## config.mk

```make
export PLATFORM = sky130hd
export DESIGN_NAME = expr_tx
export DESIGN_NICKNAME = d
export VERILOG_FILES = /design/src/rtl/expr_pkg.sv /design/src/rtl/expr_tx_eval.sv /design/src/rtl/expr_tx.sv
export SDC_FILE = /design/constraint.sdc
export NUM_CORES = 1
export LEC_CHECK = 0
export ABC_AREA = 1
export CAP_MARGIN = 25
export CORE_UTILIZATION = 52
export CTS_CLUSTER_DIAMETER = 150
export DETAILED_ROUTE_END_ITERATION = 6
export GPL_TIMING_DRIVEN = 0
export PLACE_DENSITY = 0.79
export SYNTH_ARGS = -nofsm -noshare
export SYNTH_HDL_FRONTEND = slang
export SYNTH_SLANG_ARGS = --single-unit
```

## constraint.sdc

```tcl
create_clock -name clk -period 2.5 [get_ports clk]
set_input_delay 0.5 -clock clk [delete_from_list [all_inputs] [get_ports clk]]
set_output_delay 0.5 -clock clk [all_outputs]
set_load 0.03 [all_outputs]
```

## src/rtl/expr_pkg.sv

```systemverilog
// rtl/expr_pkg.sv - shared types and ASCII constants for the expression transmitter/recognizer
//
// Purpose : FSM state encoding, ASCII byte values for digits and operators,
//           operator bit encoding and small byte-formatting helpers.
// Ports   : none (package)
package expr_pkg;

  typedef enum logic [1:0] {
    IDLE  = 2'd0,
    DIGIT = 2'd1,
    OP    = 2'd2,
    FIN   = 2'd3
  } state_t;

  localparam logic [7:0] ASCII_ZERO = 8'h30;
  localparam logic [7:0] ASCII_PLUS = 8'h2B;
  localparam logic [7:0] ASCII_MUL  = 8'h2A;

  localparam logic OP_ADD = 1'b0;
  localparam logic OP_MUL = 1'b1;

  function automatic logic [7:0] digit_char(input logic [3:0] d);
    return ASCII_ZERO + {4'b0000, d};
  endfunction

  function automatic logic [7:0] op_char(input logic op);
    return (op == OP_MUL) ? ASCII_MUL : ASCII_PLUS;
  endfunction

endpackage

```

## src/rtl/expr_tx_eval.sv

```systemverilog
// rtl/expr_tx_eval.sv - left-to-right accumulator for the transmitted expression
//
// Purpose : evaluates the expression as digits are accepted, strictly left to
//           right with no precedence, modulo 2^16.
// Ports   : clk, clr (async, active-high)
//           accept  - a DIGIT byte is consumed this cycle
//           first   - the consumed digit is term 0 (loads the accumulator)
//           mul     - operator preceding the consumed digit is '*'
//           digit   - BCD value of the consumed digit
//           result  - running value
module expr_tx_eval
  import expr_pkg::*;
(
  input  logic        clk,
  input  logic        clr,
  input  logic        accept,
  input  logic        first,
  input  logic        mul,
  input  logic [3:0]  digit,
  output logic [15:0] result
);

  logic [15:0] d16;
  assign d16 = {12'h000, digit};

  always_ff @(posedge clk or posedge clr) begin
    if (clr) begin
      result <= 16'h0000;
    end else if (accept) begin
      if (first)
        result <= d16;
      else if (mul == OP_MUL)
        result <= result * d16;
      else
        result <= result + d16;
    end
  end

endmodule

```

## src/rtl/expr_tx.sv

```systemverilog
// rtl/expr_tx.sv - serialises a BCD digit/operator expression as an ASCII byte stream
//
// Purpose : on start, captures up to MAX_TERMS digits plus operators and emits
//           them as "d(op d)*" in ASCII, one byte per handshake, then pulses done.
//           Rejected starts (too many terms or a used digit > 9) pulse err.
// Ports   : clk, clr (async, active-high)
//           start, n_terms[3:0] (count-1), digits[4*MAX_TERMS-1:0], ops[MAX_TERMS-2:0]
//           out[7:0], out_valid, out_ready - byte stream handshake
//           busy, done, err - status
//           result[15:0], result_valid - only when EXPR_TX_EVAL_EN is defined
// Config  : EXPR_TX_EVAL_EN adds the left-to-right evaluator outputs.
module expr_tx
  import expr_pkg::*;
#(
  parameter int MAX_TERMS = 8
) (
  input  logic                   clk,
  input  logic                   clr,
  input  logic                   start,
  input  logic [3:0]             n_terms,
  input  logic [4*MAX_TERMS-1:0] digits,
  input  logic [MAX_TERMS-2:0]   ops,
  output logic [7:0]             out,
  output logic                   out_valid,
  input  logic                   out_ready,
  output logic                   busy,
  output logic                   done,
  output logic                   err
`ifdef EXPR_TX_EVAL_EN
  ,
  output logic [15:0]            result,
  output logic                   result_valid
`endif
);

  // Operands are widened to 16 slots so a 4-bit index always selects in range;
  // slots beyond MAX_TERMS read as zero.
  logic [15:0][3:0] dig_in;
  logic [15:0]      ops_in;
  logic [15:0][3:0] dig_reg;
  logic [15:0]      ops_reg;
  logic [3:0]       n_reg;
  logic [3:0]       idx;
  state_t           state;

  logic too_many;
  logic bad_digit;

  always_comb begin
    dig_in = '0;
    ops_in = '0;
    for (int i = 0; i < MAX_TERMS; i++)
      dig_in[i] = digits[4*i +: 4];
    for (int i = 0; i < MAX_TERMS - 1; i++)
      ops_in[i] = ops[i];
  end

  assign too_many = (32'(n_terms) >= MAX_TERMS);

  // Only digits that will actually be sent are range-checked.
  always_comb begin
    bad_digit = 1'b0;
    for (int i = 0; i < 16; i++)
      if ((4'(i) <= n_terms) && (dig_in[i] > 4'd9))
        bad_digit = 1'b1;
  end

  always_ff @(posedge clk or posedge clr) begin
    if (clr) begin
      state     <= IDLE;
      idx       <= 4'd0;
      n_reg     <= 4'd0;
      dig_reg   <= '0;
      ops_reg   <= '0;
      out       <= 8'h00;
      out_valid <= 1'b0;
      busy      <= 1'b0;
      done      <= 1'b0;
      err       <= 1'b0;
    end else begin
      done <= 1'b0;
      err  <= 1'b0;
      case (state)
        IDLE: begin
          if (start) begin
            if (too_many || bad_digit) begin
              err <= 1'b1;
            end else begin
              n_reg     <= n_terms;
              dig_reg   <= dig_in;
              ops_reg   <= ops_in;
              idx       <= 4'd0;
              state     <= DIGIT;
              out       <= digit_char(dig_in[0]);
              out_valid <= 1'b1;
              busy      <= 1'b1;
            end
          end
        end
        DIGIT: begin
          if (out_ready) begin
            if (idx == n_reg) begin
              state     <= FIN;
              out       <= 8'h00;
              out_valid <= 1'b0;
              done      <= 1'b1;
            end else begin
              // Operator between term idx and idx+1 follows this digit.
              idx   <= idx + 4'd1;
              state <= OP;
              out   <= op_char(ops_reg[idx]);
            end
          end
        end
        OP: begin
          if (out_ready) begin
            state <= DIGIT;
            out   <= digit_char(dig_reg[idx]);
          end
        end
        FIN: begin
          state <= IDLE;
          idx   <= 4'd0;
          busy  <= 1'b0;
        end
        default: state <= IDLE;
      endcase
    end
  end

`ifdef EXPR_TX_EVAL_EN
  logic [3:0] prev_idx;
  assign prev_idx = idx - 4'd1;

  expr_tx_eval u_eval (
    .clk    (clk),
    .clr    (clr),
    .accept ((state == DIGIT) && out_ready),
    .first  (idx == 4'd0),
    .mul    (ops_reg[prev_idx]),
    .digit  (dig_reg[idx]),
    .result (result)
  );

  assign result_valid = done;
`endif

endmodule

```

======== Word-level counts from Yosys, hierarchy flattened ========
Cells that the tools add are included.
storage, ports and cells
  register bits after elaboration ......... 61
  bits of input ports ..................... 47
  output and inout bits ................... 12
  word-level logic and storage cells ...... 111
operators by class
  add/sub/neg operators ................... 3
  magnitude comparators ................... 18
  eq/ne operators ......................... 10
  multiplexer cells ....................... 42
  bitwise logic cells ..................... 1
  reduce and logical (&&, ||, !) cells .... 20
operators with widths
  operator                                                               count
  4-bit greater-than comparator (second input constant)                  8
  8-bit two-way mux                                                      4
  8-bit one-hot mux with 3 select lines                                  1
  1-bit two-way mux                                                      21
  4-bit two-way mux                                                      5
  4-bit binary-select mux with 4-bit select                              1
  3-bit by 4-bit <= comparator with 1-bit output (first input constant)  4
  5-bit AND reduction                                                    3
  6-bit by 4-bit adder with 7-bit output (first input constant)          2
  2-bit inequality test (second input constant)                          6
  4-bit one-hot mux with 3 select lines                                  1
  1-bit by 4-bit <= comparator with 1-bit output (first input constant)  2
  2-bit by 4-bit <= comparator with 1-bit output (first input constant)  2
  1-bit logical AND                                                      8
  2-bit two-way mux                                                      4
  2-bit one-hot mux with 4 select lines                                  1
  6-bit two-way mux                                                      1
  3-bit AND reduction                                                    2
  3-bit nonzero test                                                     2
  4-bit by 5-bit < comparator with 1-bit output (second input constant)  1
  4-bit by 1-bit adder with 4-bit output (second input constant)         1
  1-bit binary-select mux with 4-bit select                              1
  2-bit equality test (second input constant)                            2
  4-bit equality test                                                    1
  other kinds (8)                                                        10

======== Depth between registers and ports, before layout ========
  word-level depth ........................ 14
  depth in mapped cells ................... 12

======== Worst setup path before layout ========
OpenSTA, ideal clock, no wires.
  path kind ............................... input to register
  start point ............................. in digits[30]
  end point ............................... reg dig_reg[0] (netlist bit)
  data arrival time ....................... 1,501 ps
  data required time ...................... 2,374 ps
  slack ................................... 874 ps
  stages on the path ...................... 9
  buffers on the path ..................... 2
  cells stage by stage .................... or2_0 nand2_1 nand2_1 nor2_1 nand2_1 nor3_2 buf_6 clkbuf_4 o21ai_0
between the ends
  longest elaborated chain between the ends .. 6
RTL lines
  what                                  line           text
  start: declaration                    expr_tx.sv:21  input logic [4*MAX_TERMS-1:0] digits,
  4-bit greater-than comparator         expr_tx.sv:64  if ((4'(i) <= n_terms) && (dig_in[i] > 4'd9))
  1-bit logical AND                     expr_tx.sv:64
  1-bit two-way mux                     expr_tx.sv:64
  1-bit logical OR                      expr_tx.sv:86  if (too_many || bad_digit) begin
  1-bit NOT (no source line)            -
  3-bit AND reduction (no source line)  -
  end signal: assignment                expr_tx.sv:90  dig_reg <= dig_in;
  end: declaration                      expr_tx.sv:40  logic [15:0][3:0] dig_reg;
Every way passes these cells.
A chain may end at the register's enable or synchronous reset.

======== Worst setup path in the final report ========
  start point ............................. in n_terms[2]
  end point ............................... reg ops_reg[4]
between the ends
  longest elaborated chain between the ends .. 13
  elaborated cells on any way between the ends .. 28
  those cells by class .................... order compare (9); mux (8); bitwise (1); reduce/logical (10)
RTL lines
  what                                            line           text
  start: declaration                              expr_tx.sv:20  input logic [3:0] n_terms,
  1-bit by 4-bit <= comparator with 1-bit output  expr_tx.sv:64
  1-bit logical AND                               expr_tx.sv:64
  1-bit two-way mux (8 in series)                 expr_tx.sv:64
  1-bit logical OR (*)                            expr_tx.sv:86
  1-bit NOT (no source line) (*)                  -
  3-bit AND reduction (no source line) (*)        -
  end signal: assignment                          expr_tx.sv:91  ops_reg <= ops_in;
  end: declaration                                expr_tx.sv:41  logic [15:0] ops_reg;
Mark *: on every way between the ends. The rest lies on a longest branch, timed or not.

==> flow_metrics.py <==
metrics = {
    "worst_setup_path": {
        "crit_family": "buffers and inverters",
        "cp.depth": 11,
        "arrival_ps": 2320,
        "crit_top_cell": "nand2_1",
        "startpoint": "n_terms[2]",
        "reg2reg_from": "state[0]",
        "cp_cell_sequence": "clkdlybuf4s50_1 > nor2_2 > nand2_1 > nand2_1 > nand2_1 > nor2_1 > nand2_1 > nor3_2 > buf_6 > clkbuf_4 > o21ai_0",
        "critPathMaxStageDelay_ps": 520,
        "start_kind": "primary input",
        "endpoint_kind": "register",
        "crit_buf_inv": 3,
        "cp_max_fo": 10,
        "path_class": "primary input to register",
        "ff2ff_path_depth": 10,
        "required_ps": 2720,
        "slowest_stage": "clkdlybuf4s50_1",
    },
    "cells_and_area": {
        "fin_util": 0.693,
        "drive_gt1_frac": 0.0911,
        "largest_reg_flops": 32,
        "layout_common_cells": "nand2_1 (177), inv_1 (59), dfrtp_1 (59)",
        "layout.cells.non_filler": 591,
        "diodes": 0,
        "syn2layout_area_growth_pct": 27.7,
        "fin_nets": 565,
        "final_common_cell": "nand2_1",
    },
    "timing": {
        "finalHoldViolCount": 0,
        "layout_min_cycle_time_ps": 2100,
        "hold_ws_ps": 476,
        "setup_viol": 0,
        "fin_setup_tns_ps": 0,
        "max_freq_ghz": 0.476,
        "finalCritPeriodShare": 0.841,
        "worst_pin_slew_ps": 573,
        "skew_ps": 5.19,
        "maxSlewHeadroom": 0.618,
        "rsz0062_at_grt": "no",
        "drv_slew": 0,
    },
    "routing": {
        "antenna_left": 0,
        "vias": 3018,
        "drc": 0,
        "avgViaCountPerCell": 5.11,
        "dr.pass1.iters": 5,
        "drtIter0Drc": 212,
        "wl_per_cell_um": 13.4,
        "wirelength_mm": 7.93,
    },
    "global_routing": {
        "first_global_vias": 2841,
        "grt_overflow": 0,
        "antenna_found_initial": 0,
        "grt_pass1_wl_mm": 13.3,
        "grt_use_total": 0.276,
        "grt_max_degree": 35,
    },
    "power": {
        "total_power_uw": 4450,
        "ir_worst_vdd_uv": 577,
        "p_per_area_nw_per_um2": 1090,
        "cellLeakagePower_uw": 0.00213,
    },
    "cts": {
        "cts_resized": 0,
        "cts_hold_buf": 0,
        "cts_root_buf": "clkbuf_8",
        "cts_sinks": 59,
        "cts_setup_buffers": 0,
        "clockBufferDepth": 2,
        "clock_insertion_delay_worst_skew_ps": 340,
        "cts_buffers": 9,
        "htreeDepth": 3,
        "clkSlewWorstSetupHoldPaths_ps": 70,
        "tritoncts": "done",
    },
    "run": {
        "drv_cap": 0,
    },
    "floorplanning": {
        "start_util": 0.542,
        "fp.dieW_um": 80.6,
        "core_sq_um": 5920,
        "dieArea_sq_um": 6490,
        "ios": 59,
        "die_h_um": 80.6,
        "num_rows": 28,
    },
    "min_path": {
        "hold_start": "dig_reg[31]",
        "whs_path_depth": 2,
        "hold_path_class": "register to register",
    },
    "yosys": {
        "netlist_area_sq_um": 3210,
        "ys_seq_elements": 59,
        "synth_cell_types": 30,
        "seq_area_frac_synth": 0.460,
        "syn_inst": 442,
        "yosysWarnings": 0,
        "avgSynthCellArea_sq_um": 7.26,
    },
    "place": {
        "numPortBuffers": 56,
        "dpl.hpwl_mm": 5.78,
        "place_inst": 575,
        "gp_congestion": 0.855,
    },
    "run_status": {
        "status": "finished clean",
    },
}
[power breakdown]
| group | total (uW) | switching, uW | internal (uW) |
|---|---|---|---|
| clock network | 930 | 392 | 538 |
| registers | 1600 | 212 | 1390 |
| logic | 1920 | 1220 | 702 |
[final timing paths]
check | end | slack (ps)
min in group asynchronous | state[1] | 540
max in group asynchronous | dig_reg[17] | 1390
max reg2reg | out[2] | 670
min | dig_reg[31] | 480
min reg2reg | dig_reg[31] | 480
max | ops_reg[4] | 400
[layout make-up]
| type | count | area, sq um |
|---|---|---|
| multi-input cells | 306 | 1390 |
| inverters | 62 | 233 |
| well taps | 75 | 93.8 |
| repair buffers | 57 | 581 |
| flip-flops and latches | 59 | 1480 |
| clock inverters | 4 | 47.5 |
| plain buffers | 16 | 116 |
| clock buffers | 12 | 165 |
| fillers | 507 | 1820 |
[cells in the mapped netlist, drive strengths merged]
cell	instances	area (sq um)
or2	1	6.26
a21oi	5	25.0
nand2	178	671
dfrtp	59	1480
xor2	1	8.76
buf	13	91.3
o2111ai	1	8.76
nand3b	1	7.51
o21ai	35	198
nand4	9	56.3
nor2	38	155
nor3	2	15.0
nand3	24	125
clkbuf	3	25.0
conb	1	3.75
inv	62	233
xnor2	2	17.5
ha	7	87.6
[through the flow]
step / area (sq um) / setup WS (ps)
3_5_place_dp: 3890 / 110
6_report: 4100 / 397
4_1_cts: 4100 / 397
2_1_floorplan: 3210 / 544
3_3_place_gp: 3870 / -481
5_1_grt: 4100 / 239
[per-layer routing]
metal / track usage / part of all wire / wire (um) / up-vias
li1: - / - / - / 1492
met1: 0.353 / 0.43 / 3420 / 1379
met2: 0.454 / 0.48 / 3810 / 128
met3: 0.0386 / 0.061 / 487 / 19
met4: 0.138 / 0.027 / 211 / 0
met5: 0 / 0 / 0 / -
[worst reg2reg max path, stage by stage (launching register included)]
cell	delay, ps
dfrtp_1	460
inv_1	100
ha_1	220
inv_1	130
nor2_1	80
inv_1	120
nand2_1	60
inv_1	90
nand4_1	260
nand2_1	140
nand2_1	60
[kinds of logic after synthesis]
group	count (synthesis)	synth area share
AO/OA/AOI/OAI	41	0.0721
XOR/XNOR	3	0.00819
adder cells (fa/ha/maj)	7	0.0273
buffers and inverters	78	0.109
flip-flops	59	0.460
other	1	0.00117
AND/OR/NAND/NOR	253	0.323
Note: power is estimated with default switching activity, not from simulation.
